--- src/rtl/bram_frame_reader.sv ---
// bram_frame_reader: streams one FRAME_WIDTH x FRAME_HEIGHT frame out of a
// BRAM with combinational read data, using a valid/ready output handshake.
// The read address is always y*FRAME_WIDTH + x and advances only when a new
// pixel is loaded into the output register, so backpressure never drops or
// repeats a beat.
// Build option: define FRAME_READER_LOOP_EN for continuous back-to-back
// frames (the block stays in RUN and wraps to address 0 after each eof).
// Without it, each start produces exactly one frame.
module bram_frame_reader #(
    parameter int FRAME_WIDTH     = 720,
    parameter int FRAME_HEIGHT    = 540,
    parameter int BRAM_DATA_WIDTH = 12,
    parameter int BRAM_ADDR_WIDTH = 19
) (
    input  logic                       clock,
    input  logic                       reset,
    input  logic                       start,
    output logic [BRAM_ADDR_WIDTH-1:0] rd_addr,
    input  logic [BRAM_DATA_WIDTH-1:0] bram_dout,
    output logic [BRAM_DATA_WIDTH-1:0] out_data,
    output logic                       out_valid,
    input  logic                       out_ready,
    output logic                       out_sof,
    output logic                       out_eol,
    output logic                       out_eof,
    output logic                       busy,
    output logic                       done
);

    localparam int XW = (FRAME_WIDTH  > 1) ? $clog2(FRAME_WIDTH)  : 1;
    localparam int YW = (FRAME_HEIGHT > 1) ? $clog2(FRAME_HEIGHT) : 1;
    localparam logic [XW-1:0] X_LAST = XW'(FRAME_WIDTH - 1);
    localparam logic [YW-1:0] Y_LAST = YW'(FRAME_HEIGHT - 1);

    // A whole frame has to be addressable by the BRAM port.
    if (FRAME_WIDTH * FRAME_HEIGHT > 2 ** BRAM_ADDR_WIDTH) begin : g_size_check
        $error("bram_frame_reader: frame does not fit in BRAM_ADDR_WIDTH");
    end

    typedef enum logic [1:0] {
        ST_IDLE  = 2'd0,
        ST_RUN   = 2'd1,
        ST_DRAIN = 2'd2
    } state_t;

    state_t                     state_q, state_d;
    logic [BRAM_ADDR_WIDTH-1:0] rd_addr_q, rd_addr_d;
    logic [XW-1:0]              x_q, x_d;
    logic [YW-1:0]              y_q, y_d;
    logic [BRAM_DATA_WIDTH-1:0] out_data_q, out_data_d;
    logic                       out_valid_q, out_valid_d;
    logic                       out_sof_q, out_sof_d;
    logic                       out_eol_q, out_eol_d;
    logic                       out_eof_q, out_eof_d;

    logic xfer;
    logic load;
    logic x_last;
    logic y_last;

    // Next-state logic: frame counters, output register loading and FSM.
    always_comb begin
        state_d     = state_q;
        rd_addr_d   = rd_addr_q;
        x_d         = x_q;
        y_d         = y_q;
        out_data_d  = out_data_q;
        out_valid_d = out_valid_q;
        out_sof_d   = out_sof_q;
        out_eol_d   = out_eol_q;
        out_eof_d   = out_eof_q;

        xfer   = out_valid_q && out_ready;
        load   = (state_q == ST_RUN) && (!out_valid_q || out_ready);
        x_last = (x_q == X_LAST);
        y_last = (y_q == Y_LAST);

        case (state_q)
            ST_IDLE: begin
                rd_addr_d = '0;
                x_d       = '0;
                y_d       = '0;
                if (start) begin
                    state_d = ST_RUN;
                end
            end

            ST_RUN: begin
                // A transfer without a load cannot happen here: ready always
                // makes room for the next pixel in the same cycle.
                if (load) begin
                    out_data_d  = bram_dout;
                    out_valid_d = 1'b1;
                    out_sof_d   = (x_q == '0) && (y_q == '0);
                    out_eol_d   = x_last;
                    out_eof_d   = x_last && y_last;
                    if (x_last && y_last) begin
                        rd_addr_d = '0;
                        x_d       = '0;
                        y_d       = '0;
`ifdef FRAME_READER_LOOP_EN
                        state_d   = ST_RUN;
`else
                        state_d   = ST_DRAIN;
`endif
                    end else if (x_last) begin
                        rd_addr_d = rd_addr_q + 1'b1;
                        x_d       = '0;
                        y_d       = y_q + 1'b1;
                    end else begin
                        rd_addr_d = rd_addr_q + 1'b1;
                        x_d       = x_q + 1'b1;
                    end
                end
            end

            ST_DRAIN: begin
                // Hold the eof pixel until downstream takes it.
                if (xfer) begin
                    out_valid_d = 1'b0;
                    out_sof_d   = 1'b0;
                    out_eol_d   = 1'b0;
                    out_eof_d   = 1'b0;
                    state_d     = ST_IDLE;
                end
            end

            default: begin
                state_d = ST_IDLE;
            end
        endcase
    end

    // State, counters and output register; reset abandons any partial frame.
    always_ff @(posedge clock or posedge reset) begin
        if (reset) begin
            state_q     <= ST_IDLE;
            rd_addr_q   <= '0;
            x_q         <= '0;
            y_q         <= '0;
            out_data_q  <= '0;
            out_valid_q <= 1'b0;
            out_sof_q   <= 1'b0;
            out_eol_q   <= 1'b0;
            out_eof_q   <= 1'b0;
        end else begin
            state_q     <= state_d;
            rd_addr_q   <= rd_addr_d;
            x_q         <= x_d;
            y_q         <= y_d;
            out_data_q  <= out_data_d;
            out_valid_q <= out_valid_d;
            out_sof_q   <= out_sof_d;
            out_eol_q   <= out_eol_d;
            out_eof_q   <= out_eof_d;
        end
    end

    // Outputs; done marks the cycle in which the eof pixel is accepted.
    always_comb begin
        rd_addr   = rd_addr_q;
        out_data  = out_data_q;
        out_valid = out_valid_q;
        out_sof   = out_sof_q;
        out_eol   = out_eol_q;
        out_eof   = out_eof_q;
        busy      = (state_q != ST_IDLE);
        done      = out_valid_q && out_ready && out_eof_q;
    end

endmodule

--- config.mk ---
export PLATFORM = sky130hd
export DESIGN_NAME = bram_frame_reader
export DESIGN_NICKNAME = d
export VERILOG_FILES = /design/src/rtl/bram_frame_reader.sv
export SDC_FILE = /design/constraint.sdc
export NUM_CORES = 1
export LEC_CHECK = 0
export CAP_MARGIN = 20
export CELL_PAD_IN_SITES_DETAIL_PLACEMENT = 1
export CELL_PAD_IN_SITES_GLOBAL_PLACEMENT = 2
export CORE_MARGIN = 2
export CORE_UTILIZATION = 29
export CTS_BUF_LIST = sky130_fd_sc_hd__clkbuf_4
export CTS_CLUSTER_SIZE = 40
export DETAILED_ROUTE_END_ITERATION = 10
export PLACE_DENSITY_LB_ADDON = 0.1
export SYNTH_ARGS = -nofsm -noshare
export SYNTH_HDL_FRONTEND = slang
export SYNTH_SLANG_ARGS = --single-unit
--- constraint.sdc ---
create_clock -name clock -period 2.4 [get_ports clock]
set_clock_uncertainty 0.15 [all_clocks]
set_input_delay 0.48 -clock clock [delete_from_list [all_inputs] [get_ports clock]]
set_output_delay 0.48 -clock clock [all_outputs]
set_load 0.05 [all_outputs]
Word level (Yosys, flattened, before mapping)
Cells that the tools add are included.
{"block": "totals", "ff_bits": 57, "out_inout_bits": 37, "word_cells": 64}
{"block": "op_classes", "n_addsub": 3, "n_eq_ne": 9, "mux": 25, "reduce_logical": 18}
{"cell": "$mux 10", "count": 6}
{"cell": "$pmux 10 s2", "count": 2}
{"cell": "$mux 19", "count": 2}
{"cell": "$pmux 19 s2", "count": 1}
{"cell": "$add 10x1->10 const B", "count": 2}
{"cell": "$eq 10x10->1 const B", "count": 2}
{"cell": "$logic_not 10->1", "count": 2}
{"cell": "$add 19x1->19 const B", "count": 1}
{"cell": "$mux 2", "count": 4}
{"cell": "$pmux 1 s2", "count": 4}
{"cell": "$ne 2x2->1 const B", "count": 3}
{"cell": "$pmux 2 s3", "count": 1}
{"cell": "$reduce_and 3->1", "count": 2}
{"cell": "$reduce_bool 2->1", "count": 3}
{"cell": "$logic_and 1x1->1", "count": 5}
{"cell": "$mux 1", "count": 5}
{"cell": "$reduce_and 2->1", "count": 2}
{"cell": "$reduce_and 4->1", "count": 1}
{"cell": "$ne 3x2->1 const B", "count": 1}
{"cell": "$eq 2x1->1 const B", "count": 1}
{"cell": "$eq 2x2->1 const B", "count": 1}
{"cell": "$logic_not 2->1", "count": 1}
{"cell": "$ne 2x1->1 const B", "count": 1}
{"cell": "$logic_not 1->1", "count": 1}
{"cell": "$logic_or 1x1->1", "count": 1}

Depth between registers and ports, before layout
Gate-level depths: netlist of the first run.
{"block": "depth", "ltp_word": 5, "ltp_mapped": 9}

Worst setup path before layout of the first run
OpenSTA, ideal clock, no wires.
{"block": "synth_path", "kind": "reg2out", "from": "register, netlist name out_valid", "to": "output port busy", "t_arrival_ns": 1.839, "t_required_ns": 1.770, "slack_ns": -0.069, "stages_incl_launch_ff": 5, "n_path_buf": 1, "path_cell_list": "dfrtp_1 -> nor2b_1 -> clkbuf_1 -> a21oi_1 -> nand2_1"}
{"element": "end: declaration", "line_no": "26", "text": "output logic busy,"}

Final worst setup path of the first run
{"block": "layout_path", "from": "register out_valid_q (netlist: out_valid)", "to": "output port out_valid"}
{"element": "start: declaration", "line_no": "51", "text": "logic out_valid_q, out_valid_d;"}
{"element": "start signal: assignment", "line_no": "152", "text": "out_valid_q <= out_valid_d;"}
{"element": "end: declaration", "line_no": "21", "text": "output logic out_valid,"}
No word-level cell between the ends.

==> results.py, run 1 <==
metrics = {
    "yosys": {
        "syn_inst": 322,
        "yosysSeqAreaShare_pct": 49.2,
        "ys_ff_latch": 57,
        "mappedNetlistArea_mm2": 0.00290,
        "ys_warn_count": 0,
        "synth_cell_types": 42,
        "syn-num-nets": 343,
        "syn_avg_cell_area_um2": 9.00,
    },
    "critical_path": {
        "r2r_start": "x_q[4]",
        "slowest_delay_ns": 0.85,
        "crit_fanout": 6,
        "setup.worst_path.start_class": "flip-flop",
        "r2r_slack_ns": 0.15,
        "reg2reg_to": "y_q[3]",
        "rr_worst_depth": 6,
        "crit_buf_inv": 1,
        "crit_slowest_cell": "clkdlybuf4s50_1",
        "criticalPathCategory": "flip-flop to output port",
        "arrival_ns": 1.71,
        "cp_top_family": "buffers and inverters",
        "endpoint_kind": "output port",
        "crit_chain": "clkdlybuf4s50_1",
        "cp_data_required_time_ns": 1.77,
    },
    "power": {
        "peakVddDrop_mv": 0.399,
        "p_leak_nw": 1.88,
        "pwr_density_cell_mw_per_mm2": 815,
    },
    "sta": {
        "fin_crit_sh_pct": 97.3,
        "worst_slack_ns": 0.0646,
        "relSlewSlack_pct": 65.5,
        "max_freq_mhz": 428,
        "slew_viol_final": 0,
        "worst_slew_pin_slew_ns": 0.516,
        "setup_viol": 0,
        "period_needed_ns": 2.34,
        "hold_viol": 0,
    },
    "floorplan": {
        "top_level_ports": 53,
        "die_x_um": 104,
        "row_count": 36,
        "start_util_pct": 29.8,
        "core_area_mm2": 0.00973,
        "die_h_um": 104,
        "die_area_mm2": 0.0108,
    },
    "clocking": {
        "cts_buffers": 9,
        "clockBufferDepth": 2,
        "clkTransAtPathRegs_ns": 0.12,
        "cts_sinks": 57,
        "ctsHoldBuffers": 0,
        "htreeDepth": 3,
        "cts_setup_buffers": 0,
        "cts_tree": "built",
        "clock_latency_ns": 0.42,
        "root_buffer": "clkbuf_4",
        "cts_resized": 0,
    },
    "global_routing": {
        "grt_usage_pct": 16.5,
        "grt_pass1_vias": 2794,
        "grt_first_pass_wirelength_um": 14500,
        "antenna_found_initial": 0,
        "overflow": 0,
        "grt_max_degree": 58,
    },
    "placed_design": {
        "place_ws_ns": -0.0889,
        "portBuffers": 52,
        "place.gp.congestion": 0.744,
        "dp_hpwl_um": 5790,
    },
    "routing": {
        "met3WireLength_um": 221,
        "dr.first_iter.drc_count": 53,
        "ant_nets": 0,
        "drt_first_pass_iters": 4,
        "totalWireLength_um": 8340,
        "num_vias": 2649,
        "viasPerCell": 4.94,
        "wl_met1_um": 4070,
        "top_layer": "met4",
        "drcViolationCount": 0,
        "wl_per_cell_um": 15.6,
        "wl_met2_um": 3900,
    },
    "final_layout": {
        "diodes": 0,
        "fillers": 1162,
        "postLayoutCoreUtil_pct": 41.4,
        "ff_latch_area_mm2": 0.00143,
        "layout-area-overhead-vs-synth_pct": 39.0,
        "final_common_cell": "nand2_1",
        "nets": 419,
        "drive_gt1_share_pct": 15.1,
        "multi_input_area_mm2": 0.00139,
        "final_cell_mix": "61 x nand2_1, 57 x dfrtp_1, 43 x clkdlybuf4s50_1, 29 x buf_4, 21 x nand3_1",
    },
    "hold_path": {
        "hp-class": "input pin to async pin",
    },
    "outcome": {
        "status": "completed",
    },
    "run": {
        "maxCapViolCount": 0,
    },
}
==> worst max-delay path by stage <==
| stage | slack (ns) | endpoint | cells after the start | startpoint |
|---|---|---|---|---|
| final | 0.06 | out_valid | 1 | out_valid |
| after global routing | -0.005 | out_valid | 1 | out_valid |
| after CTS | 0.0002 | rd_addr[4] | 1 | rd_addr[4] |
| after detailed placement | -0.09 | y_q[8] | 6 | out_ready |
| after global placement | -0.07 | y_q[9] | 6 | out_ready |
| after floorplan | 0.02 | y_q[9] | 7 | out_valid |
==> through the flow <==
stage | hold WS (ns) | power [mW] | instance area [um^2] | instances | setup TNS (ns)
global placement | 0.307 | 2.27 | 3770 | 520 | -0.197
detailed placement | 0.311 | 2.27 | 3770 | 520 | -0.314
finish | 0.273 | 3.28 | 4030 | 536 | 0
CTS | 0.278 | 3.33 | 3980 | 536 | 0
global route | 0.290 | 3.49 | 4030 | 536 | -0.0103
floorplan | 0.339 | 1.88 | 2900 | 322 | 0
==> routing by layer <==
| layer | vias up | global-route usage (%) |
|---|---|---|
| li1 | 1277 | - |
| met1 | 1324 | 22.2 |
| met2 | 38 | 26.5 |
| met3 | 10 | 2.76 |
| met4 | 0 | 6.66 |
| met5 | - | 0 |
==> final cells by class <==
| type | instances | share of cell area (%) |
|---|---|---|
| flip-flops and latches | 57 | 35.4 |
| multi-input cells | 236 | 34.5 |
| repair buffers | 82 | 19.8 |
| well taps | 133 | 4.13 |
| clock inverters | 6 | 3.23 |
| clock buffers | 10 | 1.86 |
| inverters | 12 | 1.12 |
==> cell families (layout without fill, tap and decap cells) <==
group,count (synthesis),in the layout,synth area share (%)
adder cells (fa/ha/maj),5,5,2.16
multiplexers,7,7,2.46
flip-flops,57,57,49.2
AND/OR/NAND/NOR,155,155,26.3
AO/OA/AOI/OAI,57,57,12.3
buffers and inverters,29,110,3.93
XOR/XNOR,12,12,3.63
==> state kept, by name, indices dropped and copies added, names as in the netlist <==
register	flops
out_eof	1
out_sof	1
out_data	12
out_valid	1
x_q	10
out_eol	1
state_q	2
rd_addr	19
y_q	10
==> where the power goes <==
group,total [mW],switching (mW),internal (mW)
combinational,0.987,0.601,0.385
sequential,1.26,0.153,1.10
clock,1.04,0.399,0.641
==> Yosys cell counts <==
library cell / number / share of area, %
nand2_1: 62 / 8.0
dfrtp_1: 57 / 49
nand3_1: 21 / 3.6
o21ai_0: 18 / 3.1
nor2_1: 17 / 2.2
a21oi_1: 16 / 2.8
nand4_1: 14 / 3.0
clkbuf_1: 12 / 1.6
inv_1: 12 / 1.6
and3_1: 10 / 2.2
nor3_1: 7 / 1.2
xor2_1: 7 / 2.1
mux2i_1: 6 / 2.1
ha_1: 5 / 2.2
xnor2_1: 5 / 1.5
a21o_1: 4 / 1.0
a22o_1: 4 / 1.2
buf_2: 4 / 0.69
a211oi_1: 3 / 0.78
nand2b_1: 3 / 0.65
nor2b_1: 3 / 0.65
nor4_1: 3 / 0.65
o22ai_1: 3 / 0.65
or4_1: 3 / 0.78
a22oi_1: 2 / 0.52
and2_1: 2 / 0.43
and4_1: 2 / 0.60
o31ai_1: 2 / 0.52
or3_1: 2 / 0.43
a21oi_2: 1 / 0.30
a31oi_1: 1 / 0.22
a32o_1: 1 / 0.35
buf_1: 1 / 0.13
mux2_2: 1 / 0.39
nand4b_1: 1 / 0.30
nor2_2: 1 / 0.22
nor3_2: 1 / 0.35
nor4b_1: 1 / 0.30
o21bai_1: 1 / 0.26
o41ai_2: 1 / 0.56
or2_2: 1 / 0.22
or4b_4: 1 / 0.48
No activity file was read; power rests on OpenSTA's default activity.
==> run 2, diff against run 1 <==
Settings changed: CORE_UTILIZATION 29 to 28, CTS_BUF_LIST sky130_fd_sc_hd__clkbuf_4 to unset.
==> run 2 against run 1 <==
Net effect:
- worst hold slack better by 0.058 ns
- critical path depth stayed put
- wire length is 1.1% lower
- first-iteration DRC count is 3.8% lower
- sequential cell count stayed put
- register-to-register slack hardly changed
- global-route usage is 0.83 points lower
- cell count is 0.19% higher
- fmax is 3.0% higher
- critical endpoint is now rd_addr[4]
==> results.py, run 2 (synthesis results as in run 1) <==
metrics = {
    "outcome": {
        "status": "completed",
    },
    "hold_path": {
        "hp-class": "flip-flop to flip-flop",
    },
    "critical_path": {
        "r2r_start": "y_q[5]",
        "crit_path_end": "rd_addr[4]",
        "arrival_ns": 1.64,
        "cp_data_required_time_ns": 1.77,
        "path_depth": 1,
        "crit_start": "rd_addr[4]",
        "crit_slowest_cell": "clkdlybuf4s50_1",
        "reg2reg_to": "rd_addr[8]",
        "r2r_slack_ns": 0.14,
        "setup.worst_path.start_class": "flip-flop",
        "criticalPathCategory": "flip-flop to output port",
        "rr_worst_depth": 6,
        "endpoint_kind": "output port",
        "slowest_delay_ns": 0.85,
        "crit_fanout": 8,
        "crit_buf_inv": 1,
        "cp_top_family": "buffers and inverters",
        "crit_chain": "clkdlybuf4s50_1",
    },
    "global_routing": {
        "overflow": 0,
        "grt_pass1_vias": 2778,
        "antenna_found_initial": 0,
        "grt_first_pass_wirelength_um": 14000,
        "grt_max_degree": 58,
        "grt_usage_pct": 15.7,
    },
    "clocking": {
        "cts_setup_buffers": 0,
        "cts_sinks": 57,
        "clock_latency_ns": 0.34,
        "root_buffer": "clkbuf_8",
        "cts_tree": "built",
        "cts_buffers": 9,
        "clockBufferDepth": 2,
        "cts_resized": 1,
        "clkTransAtPathRegs_ns": 0.07,
        "ctsHoldBuffers": 0,
        "htreeDepth": 3,
    },
    "sta": {
        "rsz0062_at_grt": "false",
        "setup_viol": 0,
        "hold_viol": 0,
        "slew_viol_final": 0,
        "fin_crit_sh_pct": 94.4,
        "worst_slew_pin_slew_ns": 0.542,
        "period_needed_ns": 2.27,
        "relSlewSlack_pct": 63.8,
        "max_freq_mhz": 441,
    },
    "routing": {
        "drt_first_pass_iters": 4,
        "wl_per_cell_um": 15.4,
        "totalWireLength_um": 8250,
        "dr.first_iter.drc_count": 51,
        "ant_nets": 0,
        "drcViolationCount": 0,
        "viasPerCell": 4.92,
        "num_vias": 2641,
    },
    "final_layout": {
        "final_common_cell": "nand2_1",
        "finalInstanceArea_mm2": 0.00403,
        "largest_reg_flops": 19,
        "diodes": 0,
        "nets": 417,
        "postLayoutCoreUtil_pct": 39.6,
        "layout-area-overhead-vs-synth_pct": 39.3,
        "fillers": 1188,
        "drive_gt1_share_pct": 13.7,
        "final_cell_mix": "61 x nand2_1, 57 x dfrtp_1, 50 x clkdlybuf4s50_1, 26 x buf_4, 21 x nand3_1",
        "layout.cells.non_filler": 537,
    },
    "floorplan": {
        "die_h_um": 106,
        "die_x_um": 106,
        "core_area_mm2": 0.0102,
        "start_util_pct": 28.4,
        "row_count": 37,
        "top_level_ports": 53,
        "die_area_mm2": 0.0112,
    },
    "placed_design": {
        "place.gp.congestion": 0.743,
        "placed_cells": 521,
        "dp_hpwl_um": 5810,
        "placed_area_mm2": 0.00378,
        "portBuffers": 52,
    },
    "power": {
        "peakVddDrop_mv": 0.376,
        "pwr_density_cell_mw_per_mm2": 834,
        "p_leak_nw": 1.77,
    },
    "run": {
        "maxCapViolCount": 0,
    },
}
[run 2: changes by cell type in the layout (fill, tap and decap cells not counted), sizes merged]
cell           previous run  this run
dlymetal6s2s              7         0
clkbuf                   10        11
clkinvlp                  0         1
clkinv                    2         1
bufinv                    4         3
clkdlybuf4s50            43        50
buf                      32        30
[run 2: layout make-up]
| cell class | count | area (um^2) | share of cell area [%] |
|---|---|---|---|
| repair buffers | 80 | 776 | 19.2 |
| well taps | 136 | 170 | 4.22 |
| clock inverters | 5 | 103 | 2.54 |
| clock buffers | 11 | 141 | 3.50 |
| inverters | 12 | 45.0 | 1.12 |
| flip-flops and latches | 57 | 1430 | 35.4 |
| multi-input cells | 236 | 1370 | 34.0 |
[run 2: stage by stage]
stage	setup slack (ns)	hold WS (ns)	setup TNS [ns]	total power, mW
after global routing	0.0100	0.356	0	3.58
after floorplan	0.0174	0.339	0	1.88
after global placement	-0.0457	0.307	-0.124	2.27
final	0.134	0.331	0	3.36
after detailed placement	-0.110	0.320	-0.264	2.28
after CTS	0.00623	0.338	0	3.41
[run 2: worst min path at each step]
| stage | slack [ns] | to | startpoint | cells past startpoint |
|---|---|---|---|---|
| after global routing | 0.36 | out_data[1] | out_data[1] | 2 |
| after global placement | 0.31 | out_data[0] | out_data[0] | 2 |
| after floorplan | 0.34 | x_q[9] | x_q[9] | 1 |
| after detailed placement | 0.32 | out_data[9] | out_data[9] | 2 |
| after CTS | 0.34 | out_data[9] | out_data[9] | 2 |
| final | 0.33 | out_data[3] | out_data[3] | 2 |
[run 2: metal layers]
layer | routed length (um) | GRT usage (%) | vias to the layer above
met5 | 0 | 0 | -
met4 | 122 | 5.36 | 0
met3 | 233 | 2.66 | 11
met2 | 3990 | 26.2 | 36
met1 | 3900 | 20.6 | 1320
li1 | - | - | 1274
[run 2: worst reg2reg max path, cell delays in order, from the launching register on]
cell and delay, ns:
dfrtp_1 0.38, or4_1 0.60, nor3_4 0.30, a21oi_1 0.24, buf_4 0.22, a21oi_1 0.14
mux2i_1 0.09
[run 2: where the power goes]
group          total (mW)  switching, mW  leakage [nW]  internal (mW)
clock network        1.12          0.399         0.120          0.717
registers            1.26          0.156         0.732           1.11
logic               0.987          0.600         0.923          0.386
==> run 3, diff against run 2 <==
Settings changed: SLEW_MARGIN set to 20.
==> results of run 3 <==
Same layout as run 2: the final DEF is identical, and so are final timing and power.
